`config.mk`:
```
export PLATFORM = sky130hd
export DESIGN_NAME = mem_request_queue_flat
export DESIGN_NICKNAME = d
export VERILOG_FILES = /design/src/rtl/mem_request_queue_if.sv /design/src/rtl/mem_request_queue.sv /design/src/flat_wrapper.sv
export SDC_FILE = /design/constraint.sdc
export NUM_CORES = 1
export LEC_CHECK = 0
export ABC_AREA = 0
export ABC_CLOCK_PERIOD_IN_PS = 1600
export BUFFER_PORTS_ARGS = -buffer_cell sky130_fd_sc_hd__buf_2
export CORE_ASPECT_RATIO = 0.6
export CORE_MARGIN = 1.5
export CORE_UTILIZATION = 40
export DETAILED_ROUTE_END_ITERATION = 16
export PLACE_DENSITY_LB_ADDON = 0.1
export SYNTH_ARGS = -nofsm -noshare
export SYNTH_HDL_FRONTEND = slang
export SYNTH_SLANG_ARGS = --single-unit
```
`constraint.sdc`:
```
create_clock -name clk -period 1.6 [get_ports clk]
set_clock_uncertainty 0.1 [all_clocks]
set_input_delay 0.08 -clock clk [delete_from_list [all_inputs] [get_ports clk]]
set_output_delay 0.08 -clock clk [all_outputs]
set_load 0.05 [all_outputs]
```
`src/rtl/mem_request_queue_if.sv`:
```
// Bundle between the request queue, its requesting cores and the single-port data RAM.
interface mem_request_queue_if #(
  parameter int unsigned port_count = 2,
  parameter int unsigned addr_width = 12,
  parameter int unsigned mem_width  = 12
);
  logic [port_count-1:0]            req;
  logic [port_count-1:0]            wr;
  logic [addr_width*port_count-1:0] address;
  logic [mem_width*port_count-1:0]  datain;
  logic [mem_width*port_count-1:0]  dataout;
  logic [port_count-1:0]            done;
  logic                             busy;
  logic [addr_width-1:0]            mem_addr;
  logic [mem_width-1:0]             mem_wdata;
  logic                             mem_wren;
  logic [mem_width-1:0]             mem_rdata;

  // Everything outside the queue (cores and RAM) drives through master.
  modport master (
    output req, wr, address, datain, mem_rdata,
    input  dataout, done, busy, mem_addr, mem_wdata, mem_wren
  );

  modport slave (
    input  req, wr, address, datain, mem_rdata,
    output dataout, done, busy, mem_addr, mem_wdata, mem_wren
  );
endinterface

```
`src/rtl/mem_request_queue.sv`:
```
// Round-robin arbiter serialising per-core requests onto one single-port RAM;
// fixed three-cycle access: IDLE (grant) -> ACCESS (RAM cycle) -> CAPTURE (read data).
module mem_request_queue #(
  parameter int unsigned port_count = 2,
  parameter int unsigned addr_width = 12,
  parameter int unsigned mem_width  = 12
) (
  input logic                 clk,
  input logic                 reset,
  mem_request_queue_if.slave  bus
);
  localparam int unsigned idx_w = (port_count > 1) ? $clog2(port_count) : 1;

  typedef enum logic [1:0] {IDLE, ACCESS, CAPTURE} state_t;

  state_t                 state;
  logic [idx_w-1:0]       rr_ptr;
  logic [idx_w-1:0]       sel;
  logic                   sel_wr;
  logic [port_count-1:0]  eligible;
  logic                   any_elig;
  logic [idx_w-1:0]       grant_idx;
  logic [idx_w-1:0]       cand;

  // A port whose done pulse is showing cannot be re-granted in that same cycle.
  always_comb eligible = bus.req & ~bus.done;

  // First eligible port at or above rr_ptr, wrapping.
  always_comb begin
    any_elig  = 1'b0;
    grant_idx = '0;
    cand      = '0;
    for (int unsigned i = 0; i < port_count; i++) begin
      cand = idx_w'((32'(rr_ptr) + i) % port_count);
      if (!any_elig && eligible[cand]) begin
        any_elig  = 1'b1;
        grant_idx = cand;
      end
    end
  end

  always_ff @(posedge clk) begin
    if (reset) begin
      state         <= IDLE;
      rr_ptr        <= '0;
      sel           <= '0;
      sel_wr        <= 1'b0;
      bus.done      <= '0;
      bus.busy      <= 1'b0;
      bus.mem_wren  <= 1'b0;
      bus.mem_addr  <= '0;
      bus.mem_wdata <= '0;
      bus.dataout   <= '0;
    end else begin
      bus.done <= '0;
      case (state)
        IDLE: begin
          if (any_elig) begin
            state         <= ACCESS;
            bus.busy      <= 1'b1;
            sel           <= grant_idx;
            sel_wr        <= bus.wr[grant_idx];
            bus.mem_wren  <= bus.wr[grant_idx];
            bus.mem_addr  <= bus.address[32'(grant_idx)*addr_width +: addr_width];
            bus.mem_wdata <= bus.datain[32'(grant_idx)*mem_width +: mem_width];
            rr_ptr        <= idx_w'((32'(grant_idx) + 1) % port_count);
          end
        end
        ACCESS: begin
          state        <= CAPTURE;
          bus.mem_wren <= 1'b0;
        end
        CAPTURE: begin
          state         <= IDLE;
          bus.busy      <= 1'b0;
          bus.done[sel] <= 1'b1;
          if (!sel_wr) begin
            bus.dataout[32'(sel)*mem_width +: mem_width] <= bus.mem_rdata;
          end
        end
        default: begin
          state        <= IDLE;
          bus.busy     <= 1'b0;
          bus.mem_wren <= 1'b0;
        end
      endcase
    end
  end
endmodule

```
`src/flat_wrapper.sv`:
```
// flat-port wrapper written by rule: the top's interface ports become plain ports
module mem_request_queue_flat 
#(
  parameter int unsigned port_count = 2,
  parameter int unsigned addr_width = 12,
  parameter int unsigned mem_width  = 12
)
  (clk, reset, bus_req, bus_wr, bus_address, bus_datain, bus_mem_rdata, bus_dataout, bus_done, bus_busy, bus_mem_addr, bus_mem_wdata, bus_mem_wren);
  mem_request_queue_if #(.port_count(port_count), .addr_width(addr_width), .mem_width(mem_width)) bus_i ();
  input logic clk;
  input logic reset;
  input wire logic [$bits(bus_i.req)-1:0] bus_req;
  input wire logic [$bits(bus_i.wr)-1:0] bus_wr;
  input wire logic [$bits(bus_i.address)-1:0] bus_address;
  input wire logic [$bits(bus_i.datain)-1:0] bus_datain;
  input wire logic [$bits(bus_i.mem_rdata)-1:0] bus_mem_rdata;
  output wire logic [$bits(bus_i.dataout)-1:0] bus_dataout;
  output wire logic [$bits(bus_i.done)-1:0] bus_done;
  output wire logic [$bits(bus_i.busy)-1:0] bus_busy;
  output wire logic [$bits(bus_i.mem_addr)-1:0] bus_mem_addr;
  output wire logic [$bits(bus_i.mem_wdata)-1:0] bus_mem_wdata;
  output wire logic [$bits(bus_i.mem_wren)-1:0] bus_mem_wren;
  assign bus_i.req = bus_req;
  assign bus_i.wr = bus_wr;
  assign bus_i.address = bus_address;
  assign bus_i.datain = bus_datain;
  assign bus_i.mem_rdata = bus_mem_rdata;
  assign bus_dataout = bus_i.dataout;
  assign bus_done = bus_i.done;
  assign bus_busy = bus_i.busy;
  assign bus_mem_addr = bus_i.mem_addr;
  assign bus_mem_wdata = bus_i.mem_wdata;
  assign bus_mem_wren = bus_i.mem_wren;
  mem_request_queue #(.port_count(port_count), .addr_width(addr_width), .mem_width(mem_width)) u_core (.clk(clk), .reset(reset), .bus(bus_i));
endmodule
```
==> flow_metrics.env, run 1 <==
export IMPL_synth_compound_area_share_pct=20.6
export IMPL_hold_violations=0
export IMPL_grt_overflow_total=0
export IMPL_power_density_nw_per_um2=1000
export IMPL_finalCriticalPeriod_ns=1.64
export IMPL_synth_cell_types=28
export IMPL_crit_fanout=24
export IMPL_numPortBuffers=117
export IMPL_cts_buffer_depth=2
export IMPL_die_w_um=98.2
export IMPL_violations="negative setup slack"
export IMPL_p_seq_share_pct=41.6
export IMPL_timing_hold_ws_ns=0.0333
export IMPL_tightest_slew_ns=0.612
export IMPL_drt_total_wl_um=6650
export IMPL_grt_pass1_wl_um=10300
export IMPL_leakagePower_nw=1.74
export IMPL_grt_total_usage_pct=22.5
export IMPL_nNetsFinal=481
export IMPL_synthArstFlopShare_pct=0
export IMPL_synth_xor_xnor_area_share_pct=0
export IMPL_cts_buffers=9
export IMPL_synth_main_ff_cell="dfxtp_1"
export IMPL_critPathBufInv=2
export IMPL_drt_iter0_markers=122
export IMPL_pwr_share_clk_pct=34.6
export IMPL_route_detailed_wl_per_inst_um=13.7
export IMPL_die_area_um2=5900
export IMPL_crit_slowest_cell="or3_4"
export IMPL_diodes=0
export IMPL_yosys_mux_area_fraction_pct=0
export IMPL_fin_cells=486
export IMPL_drv_slew=0
export IMPL_syn_num_nets=293
export IMPL_synthAdderAreaFrac_pct=0
export IMPL_max_cap_violations=0
export IMPL_rows=20
export IMPL_seq_area_frac_synth_pct=52.5
export IMPL_drive_above_1_share_pct=38.8
export IMPL_vias=2340
export IMPL_hold_path_class="in2reg"
export IMPL_required_ns=1.77
export IMPL_yosysTopAreaCell="dfxtp_1"
export IMPL_synth_area_um2=2170
export IMPL_startpoint_type="register"
export IMPL_grt_max_degree=34
export IMPL_grt_antenna_before_repair=0
export IMPL_start_util_pct=42.2
export IMPL_clock_latency_ns=0.33
export IMPL_cts_setup_buffers=0
export IMPL_yosys_area_share_simple_pct=22.5
export IMPL_worstSetupPathType="reg2reg"
export IMPL_end_kind="register"
export IMPL_via_per_inst=4.81
export IMPL_cts_clk_slew_worst_paths_ns=0.07
export IMPL_yosys_warnings=0
export IMPL_drtPass1Iterations=4
export IMPL_worstPathArrival_ns=1.81
export IMPL_max_slew_margin_pct=59.1
export IMPL_yosys_top_cells_count="dfxtp_1 (57), nand2_1 (51), a21oi_1 (26), a221o_1 (24), and2_1 (22)"
export IMPL_max_stage_delay_ns=0.41
export IMPL_finalCritPeriodShare_pct=102
export IMPL_ys_seq_elements=57
export IMPL_syn2layout_area_growth_pct=73.0
export IMPL_p_sw_share_pct=30.6
export IMPL_netlist_area_leader_share_pct=52.5
export IMPL_synth_area_top_cells="dfxtp_1 (53%), a221o_1 (11%), nand2_1 (8.8%), and2_1 (6.3%), a21oi_1 (6.0%)"
export IMPL_synth_edff_count=0
export IMPL_cts_sinks=57
export IMPL_p_switching_mw=1.15
export IMPL_max_freq_mhz=610
export IMPL_drcViolationCount=0
export IMPL_place_congestion=0.767
export IMPL_timing_final_ws_setup_ns=-0.0383
export IMPL_dieHeight_um=60.1
export IMPL_cpLargestDelayFamily="simple AND/OR/NAND/NOR gates"
export IMPL_grt_pass1_vias=2214
export IMPL_cp_cell_sequence="or3_4 -> buf_6 -> nor3_4 -> buf_12 -> and2_1 -> a221o_1"
export IMPL_synth_avg_cell_area_um2=9.57
export IMPL_cts_max_level=3
export IMPL_post_synth_top_count_cell="dfxtp_1"
export IMPL_clockRootBuffer="clkbuf_8"
export IMPL_rsz0062_at_grt="true"
export IMPL_netlist_instances=227
export IMPL_tritoncts="done"
export IMPL_p_comb_share_pct=23.7
export IMPL_dp_cells=410
export IMPL_status="finished, violations left"
export IMPL_finalSetupViolCount=23
export IMPL_core_um2=5150
export IMPL_dpl_hpwl_um=3950
export IMPL_power_internal_mw=2.62
export IMPL_top_level_ports=118
export IMPL_ant_nets=0
export IMPL_peakVddDrop_mv=0.632
export IMPL_synth_top_family_by_area="simple AND/OR/NAND/NOR gates"
-- state kept, by name, indices dropped and copies added (netlist names), 2 cells and up --
| register | cells |
|---|---|
| u_core.bus.dataout | 24 |
| u_core.bus.mem_addr | 12 |
| u_core.bus.mem_wdata | 12 |
| u_core.bus.done | 2 |
| u_core.state | 2 |
-- what timing repair did --
item	CTS	global route
gates resized for setup	3	3
setup endpoints to repair	24	48
hold endpoints to repair	48	0
pin swaps	2	0
hold buffers	60	0
-- power by group through the flow --
| stage | sequential (mW) | combinational (mW) | clock, mW |
|---|---|---|---|
| 2_1_floorplan | 1.89 | 0.232 | 0 |
| 3_3_place_gp | 1.59 | 0.756 | 0 |
| 3_5_place_dp | 1.59 | 0.765 | 0 |
| 4_1_cts | 1.57 | 0.882 | 1.34 |
| 5_1_grt | 1.58 | 0.947 | 1.40 |
| 6_report | 1.57 | 0.896 | 1.31 |
-- cell usage in the layout, fill, tap and decap left out, drive strengths merged --
cell type	instances
or3	1
and3b	1
a211oi	1
inv	2
o211a	1
buf	132
nand2	51
nor2	6
o32ai	1
a21bo	1
nand2b	2
nor3b	3
and2	26
clkbuf	12
o21ai	2
a221o	24
a21oi	26
nor2b	2
nor3	1
nor4	2
dlygate4sd3	60
clkinv	3
dfxtp	57
clkinvlp	1
o21bai	1
o32a	1
-- path summary, 6_finish.rpt --
path                              start                      to  slack, ns  cells after the start
setup reg to reg        u_core.state[0]  u_core.bus.mem_addr[7]      -0.04                      6
setup / recovery        u_core.state[0]  u_core.bus.mem_addr[7]      -0.04                      6
hold / removal                bus_wr[1]     u_core.bus.mem_wren       0.03                      4
hold reg to reg   u_core.bus.dataout[5]   u_core.bus.dataout[5]       0.35                      2
-- metrics by stage --
step | setup WS (ns) | power, mW | area, um^2 | setup TNS [ns] | util (%)
floorplan | -0.0157 | 2.12 | 2210 | -0.157 | -
global placement | -0.267 | 2.35 | 2940 | -6.34 | 57.0
detailed placement | -0.309 | 2.36 | 2940 | -7.18 | 57.0
CTS | -0.0233 | 3.78 | 3750 | -0.174 | 72.7
global route | -0.108 | 3.93 | 3760 | -1.76 | 72.9
finish | -0.0383 | 3.77 | 3760 | -0.349 | 72.9
-- cell families after synthesis --
kind of cell / count (synthesis)
simple gates: 95
flops: 57
compound gates: 58
buf+inv: 17
-- per-layer routing --
| layer | GRT usage [%] | vias up | share of wire (%) |
|---|---|---|---|
| li1 | - | 1171 | - |
| met3 | 8.54 | 12 | 7.3 |
| met5 | 0 | - | 0 |
| met2 | 38.1 | 88 | 47 |
| met4 | 6.24 | 0 | 1.1 |
| met1 | 27.4 | 1069 | 45 |
-- tightest hold or removal path, cell delays in order --
cell and delay, ns:
buf_2 0.08, o211a_1 0.13, o21bai_1 0.07, o21ai_0 0.07
-- layout make-up --
class / count / area [um^2]
clock inverter: 4 / 22.5
tap: 66 / 82.6
fill: 396 / 1400
multi-input combinational: 153 / 967
clock buffer: 12 / 178
sequential: 57 / 1150
inverter: 2 / 7.51
timing repair buffer: 192 / 1350
(Power assumes the default switching activity.)
==> run 2: changes to the inputs <==
- SKIP_LAST_GASP: not set -> 1
==> flow_metrics.env, run 2 (synthesis gave the netlist of run 1 again) <==
export IMPL_numPortBuffers=117
export IMPL_cpLargestDelayFamily="simple AND/OR/NAND/NOR gates"
export IMPL_rsz0062_at_grt="true"
export IMPL_timing_final_ws_setup_ns=-0.0592
export IMPL_die_area_um2=5900
export IMPL_dieHeight_um=60.1
export IMPL_drcViolationCount=0
export IMPL_finalCritPeriodShare_pct=104
export IMPL_hold_path_class="in2reg"
export IMPL_clockRootBuffer="clkbuf_8"
export IMPL_cts_buffer_depth=2
export IMPL_grt_pass1_wl_um=10300
export IMPL_finalCriticalPeriod_ns=1.66
export IMPL_drt_total_wl_um=6600
export IMPL_leakagePower_nw=1.74
export IMPL_post_place_ws_ns=-0.309
export IMPL_peakVddDrop_mv=0.634
export IMPL_syn2layout_area_growth_pct=72.4
export IMPL_final_common_cell="buf_2"
export IMPL_final_core_util_pct=72.7
export IMPL_multi_input_area_um2=960
export IMPL_max_cap_violations=0
export IMPL_path_depth=6
export IMPL_nNetsFinal=481
export IMPL_cts_max_level=3
export IMPL_drive_above_1_share_pct=38.6
export IMPL_power_density_nw_per_um2=1010
export IMPL_cts_buffers=9
export IMPL_required_ns=1.77
export IMPL_postLayoutCellArea_um2=3750
export IMPL_diodes=0
export IMPL_tightest_slew_ns=0.606
export IMPL_violations="negative setup slack"
export IMPL_core_um2=5150
export IMPL_top_register="u_core.bus.dataout"
export IMPL_crit_slowest_cell="or3_4"
export IMPL_die_w_um=98.2
export IMPL_largest_reg_flops=24
export IMPL_max_stage_delay_ns=0.41
export IMPL_grt_overflow_total=0
export IMPL_clock_latency_ns=0.33
export IMPL_startpoint_type="register"
export IMPL_mostFrequentLayoutCells="buf_2 (117), dlygate4sd3_1 (60), dfxtp_1 (55)"
export IMPL_timing_hold_ws_ns=0.0371
export IMPL_worstPathArrival_ns=1.82
export IMPL_tritoncts="done"
export IMPL_max_freq_mhz=603
export IMPL_grt_max_degree=34
export IMPL_worstSetupPathType="reg2reg"
export IMPL_route_detailed_wl_per_inst_um=13.6
export IMPL_cp_cell_sequence="or3_4 -> buf_4 -> nor3_4 -> buf_12 -> and2_1 -> a221o_1"
export IMPL_end_kind="register"
export IMPL_whs_path_depth=4
export IMPL_max_slew_margin_pct=59.5
export IMPL_crit_fanout=24
export IMPL_hold_violations=0
export IMPL_rows=20
export IMPL_top_level_ports=118
export IMPL_cts_sinks=57
export IMPL_ant_nets=0
export IMPL_cts_clk_slew_worst_paths_ns=0.07
export IMPL_reg2reg_depth=6
export IMPL_critPathBufInv=2
export IMPL_drt_iter0_markers=128
export IMPL_fill_cells=397
export IMPL_vias=2346
export IMPL_start_util_pct=42.2
export IMPL_dpl_hpwl_um=3950
export IMPL_grt_total_usage_pct=22.5
export IMPL_drv_slew=0
export IMPL_grt_antenna_before_repair=0
export IMPL_via_per_inst=4.83
export IMPL_seq_area_um2=1150
export IMPL_place_congestion=0.767
export IMPL_grt_pass1_vias=2215
export IMPL_dp_cells=410
export IMPL_drtPass1Iterations=4
export IMPL_finalSetupViolCount=24
export IMPL_status="finished, violations left"
export IMPL_place_area_um2=2940
export IMPL_reg_largest_list="u_core.bus.dataout x24, u_core.bus.mem_addr x12, u_core.bus.mem_wdata x12"
export IMPL_fin_cells=486
run 2: metrics by stage:
| stage | power, mW | setup TNS, ns |
|---|---|---|
| 3_3_place_gp | 2.35 | -6.34 |
| 6_report | 3.77 | -0.640 |
| 5_1_grt | 3.93 | -2.44 |
| 4_1_cts | 3.78 | -0.501 |
| 3_5_place_dp | 2.36 | -7.18 |
| 2_1_floorplan | 2.12 | -0.157 |
run 2: path summary, 6_finish.rpt:
check / end / slack [ns] / startpoint
max: u_core.bus.mem_addr[7] / -0.06 / u_core.state[0]
min: u_core.bus.mem_wren / 0.04 / bus_wr[1]
max reg2reg: u_core.bus.mem_addr[7] / -0.06 / u_core.state[0]
min reg2reg: u_core.bus.dataout[1] / 0.35 / u_core.bus.dataout[1]
run 2: area by class of cell:
| cell class | count | share of cell area [%] |
|---|---|---|
| inverter | 2 | 0.200 |
| sequential | 57 | 30.7 |
| tap | 66 | 2.20 |
| clock buffer | 12 | 4.74 |
| clock inverter | 4 | 0.601 |
| multi-input combinational | 153 | 25.6 |
| timing repair buffer | 192 | 36.0 |
run 2: report_power, final:
part | internal (mW) | switching, mW
Combinational | 0.360 | 0.530
Clock | 0.742 | 0.565
Sequential | 1.51 | 0.0555
run 2: per-layer routing:
metal  track usage (%)  wire length (um)
met1              27.4              2940
met2              38.1              3100
met3              8.54               487
met4              6.24                68
met5                 0                 0
run 2: repair_timing:
action                                  CTS  global route
pin swaps                                 0             0
buffers inserted                          0             0
resized for setup                         1             1
hold buffers                             60             0
endpoints found under the hold margin    48             0
endpoints found under the setup margin   24            48
run 2: worst reg2reg max path, cell delays in order (launching register included):
cell and delay, ns:
dfxtp_1 0.32, or3_4 0.41, buf_4 0.16, nor3_4 0.19, buf_12 0.17, and2_1 0.14
a221o_1 0.12
==> run 3: changes to the inputs <==
- CORE_MARGIN: 1.5 -> 4
==> flow_metrics.env, run 3 (synthesis gave the netlist of run 1 again) <==
export IMPL_status="finished, violations left"
export IMPL_violations="negative setup slack"
export IMPL_drtPass1Iterations=4
export IMPL_core_um2=5150
export IMPL_start_util_pct=42.2
export IMPL_post_place_ws_ns=-0.306
export IMPL_r2r_start="u_core.state[1]"
export IMPL_end_kind="register"
export IMPL_worstHoldStart="bus_wr[1]"
export IMPL_route_detailed_wl_per_inst_um=14.8
export IMPL_final_common_cell="buf_2"
export IMPL_ant_nets=0
export IMPL_die_area_um2=6720
export IMPL_drcViolationCount=0
export IMPL_grt_pass1_vias=2330
export IMPL_max_cap_violations=0
export IMPL_die_w_um=103
export IMPL_max_slew_margin_pct=75.4
export IMPL_crit_slowest_cell="or3_4"
export IMPL_power_density_nw_per_um2=963
export IMPL_finalCriticalPeriod_ns=1.71
export IMPL_cts_max_level=3
export IMPL_cts_sinks=57
export IMPL_r2r_slack_ns=-0.11
export IMPL_reg2reg_to="u_core.bus.mem_addr[0]"
export IMPL_vias=2385
export IMPL_grt_overflow_total=0
export IMPL_top_register="u_core.bus.dataout"
export IMPL_use_met3_pct=9.76
export IMPL_grt_util_met1_pct=25.6
export IMPL_whs_path_depth=4
export IMPL_fill_cells=369
export IMPL_place_area_um2=2920
export IMPL_leakagePower_nw=1.79
export IMPL_reg2reg_depth=7
export IMPL_top_level_ports=118
export IMPL_grt_pass1_wl_um=10900
export IMPL_mostFrequentLayoutCells="buf_2 (117), dlygate4sd3_1 (60), dfxtp_1 (54)"
export IMPL_grt_busiest_layer="met2"
export IMPL_tritoncts="done"
export IMPL_grt_antenna_before_repair=0
export IMPL_nNetsFinal=488
export IMPL_use_met2_pct=33.9
export IMPL_diodes=0
export IMPL_worstPathArrival_ns=1.89
export IMPL_rsz0062_at_grt="true"
export IMPL_dpl_hpwl_um=4210
export IMPL_required_ns=1.78
export IMPL_largest_reg_flops=24
export IMPL_crit_end="u_core.bus.mem_addr[0]"
export IMPL_reg_largest_list="u_core.bus.dataout x24, u_core.bus.mem_addr x12, u_core.bus.mem_wdata x12"
export IMPL_place_congestion=0.783
export IMPL_grt_total_usage_pct=20.9
export IMPL_startpoint="u_core.state[1]"
export IMPL_hold_violations=0
export IMPL_cts_buffer_depth=2
export IMPL_peakVddDrop_mv=0.624
export IMPL_finalSetupViolCount=24
export IMPL_grt_max_degree=35
export IMPL_drv_slew=0
export IMPL_cts_clk_slew_worst_paths_ns=0.07
export IMPL_via_per_inst=4.84
export IMPL_postLayoutCellArea_um2=3850
export IMPL_cts_buffers=9
export IMPL_finalCritPeriodShare_pct=107
export IMPL_worstSetupPathType="reg2reg"
export IMPL_clockRootBuffer="clkbuf_8"
export IMPL_crit_fanout=6
export IMPL_power_mw=3.71
export IMPL_syn2layout_area_growth_pct=77.4
export IMPL_numPortBuffers=117
export IMPL_max_freq_mhz=583
export IMPL_timing_hold_ws_ns=0.0463
export IMPL_clock_latency_ns=0.34
export IMPL_timing_final_ws_setup_ns=-0.114
export IMPL_rows=20
export IMPL_drt_iter0_markers=86
export IMPL_drt_total_wl_um=7310
export IMPL_max_stage_delay_ns=0.37
export IMPL_drive_above_1_share_pct=42.2
export IMPL_tightest_slew_ns=0.368
export IMPL_hold_path_class="in2reg"
export IMPL_dieHeight_um=65.1
export IMPL_cp_cell_sequence="or3_4 -> buf_6 -> nor3_4 -> buf_12 -> buf_6 -> and2_1 -> a221o_1"
export IMPL_startpoint_type="register"
export IMPL_worst_path_most_repeated_cell="buf_6"
## run 3: cell count changes in the layout (fill, tap and decap cells not counted), sizes merged
cell      delta
clkinvlp     -1
clkbuf       +3
buf          +3
nor2         +2
## run 3: worst min-delay path by stage
stage / slack [ns] / endpoint
2_1_floorplan: 0.12 / u_core.bus.dataout[0]
3_3_place_gp: 0.20 / u_core.bus.mem_wdata[0]
3_5_place_dp: 0.21 / u_core.bus.mem_wdata[2]
4_1_cts: 0.04 / u_core.bus.mem_wren
5_1_grt: 0.07 / u_core.bus.mem_wren
6_report: 0.05 / u_core.bus.mem_wren
## run 3: cell type report
type / instances / area [um^2] / area share (%)
Clock buffer: 13 / 159 / 4.12
Clock inverter: 3 / 15.0 / 0.389
Inverter: 2 / 7.51 / 0.195
Multi-Input combinational cell: 155 / 1010 / 26.3
Sequential cell: 57 / 1150 / 29.8
Tap cell: 66 / 82.6 / 2.14
Timing Repair Buffer: 197 / 1430 / 37.1
## run 3: critical path: cells and delay by family (launching register included)
kind                   cells  cell delay, ns
AOI/OAI and AO/OA          1            0.11
buffers and inverters      3            0.40
DFF                        1            0.33
and+or+nand+nor            3            0.72
## run 3: where the power goes
part,internal (mW),leakage (nW),switching (mW)
registers,1.52,0.468,0.0539
clock network,0.639,0.0932,0.549
logic,0.399,1.23,0.557
## run 3: repair_timing
action | 4_1_cts | 5_1_grt
pin swaps | 2 | 14
gates cloned | 1 | 4
hold buffers | 60 | 0
buffers inserted | 1 | 2
setup endpoints to repair | 45 | 26
endpoints found under the hold margin | 48 | 0
gates resized for setup | 2 | 17
## run 3: layer usage
metal / routed length (um) / vias up
met5: 0 / -
met4: 87 / 0
met2: 3420 / 95
li1: - / 1190
met1: 3120 / 1087
met3: 689 / 13
## run 3: through the flow
stage | instances | util (%) | setup TNS, ns
floorplan | 227 | - | -0.157
global placement | 409 | 56.6 | -5.89
detailed placement | 409 | 56.6 | -7.14
CTS | 487 | 72.1 | -0.666
global route | 493 | 74.8 | -3.47
finish | 493 | 74.8 | -1.90
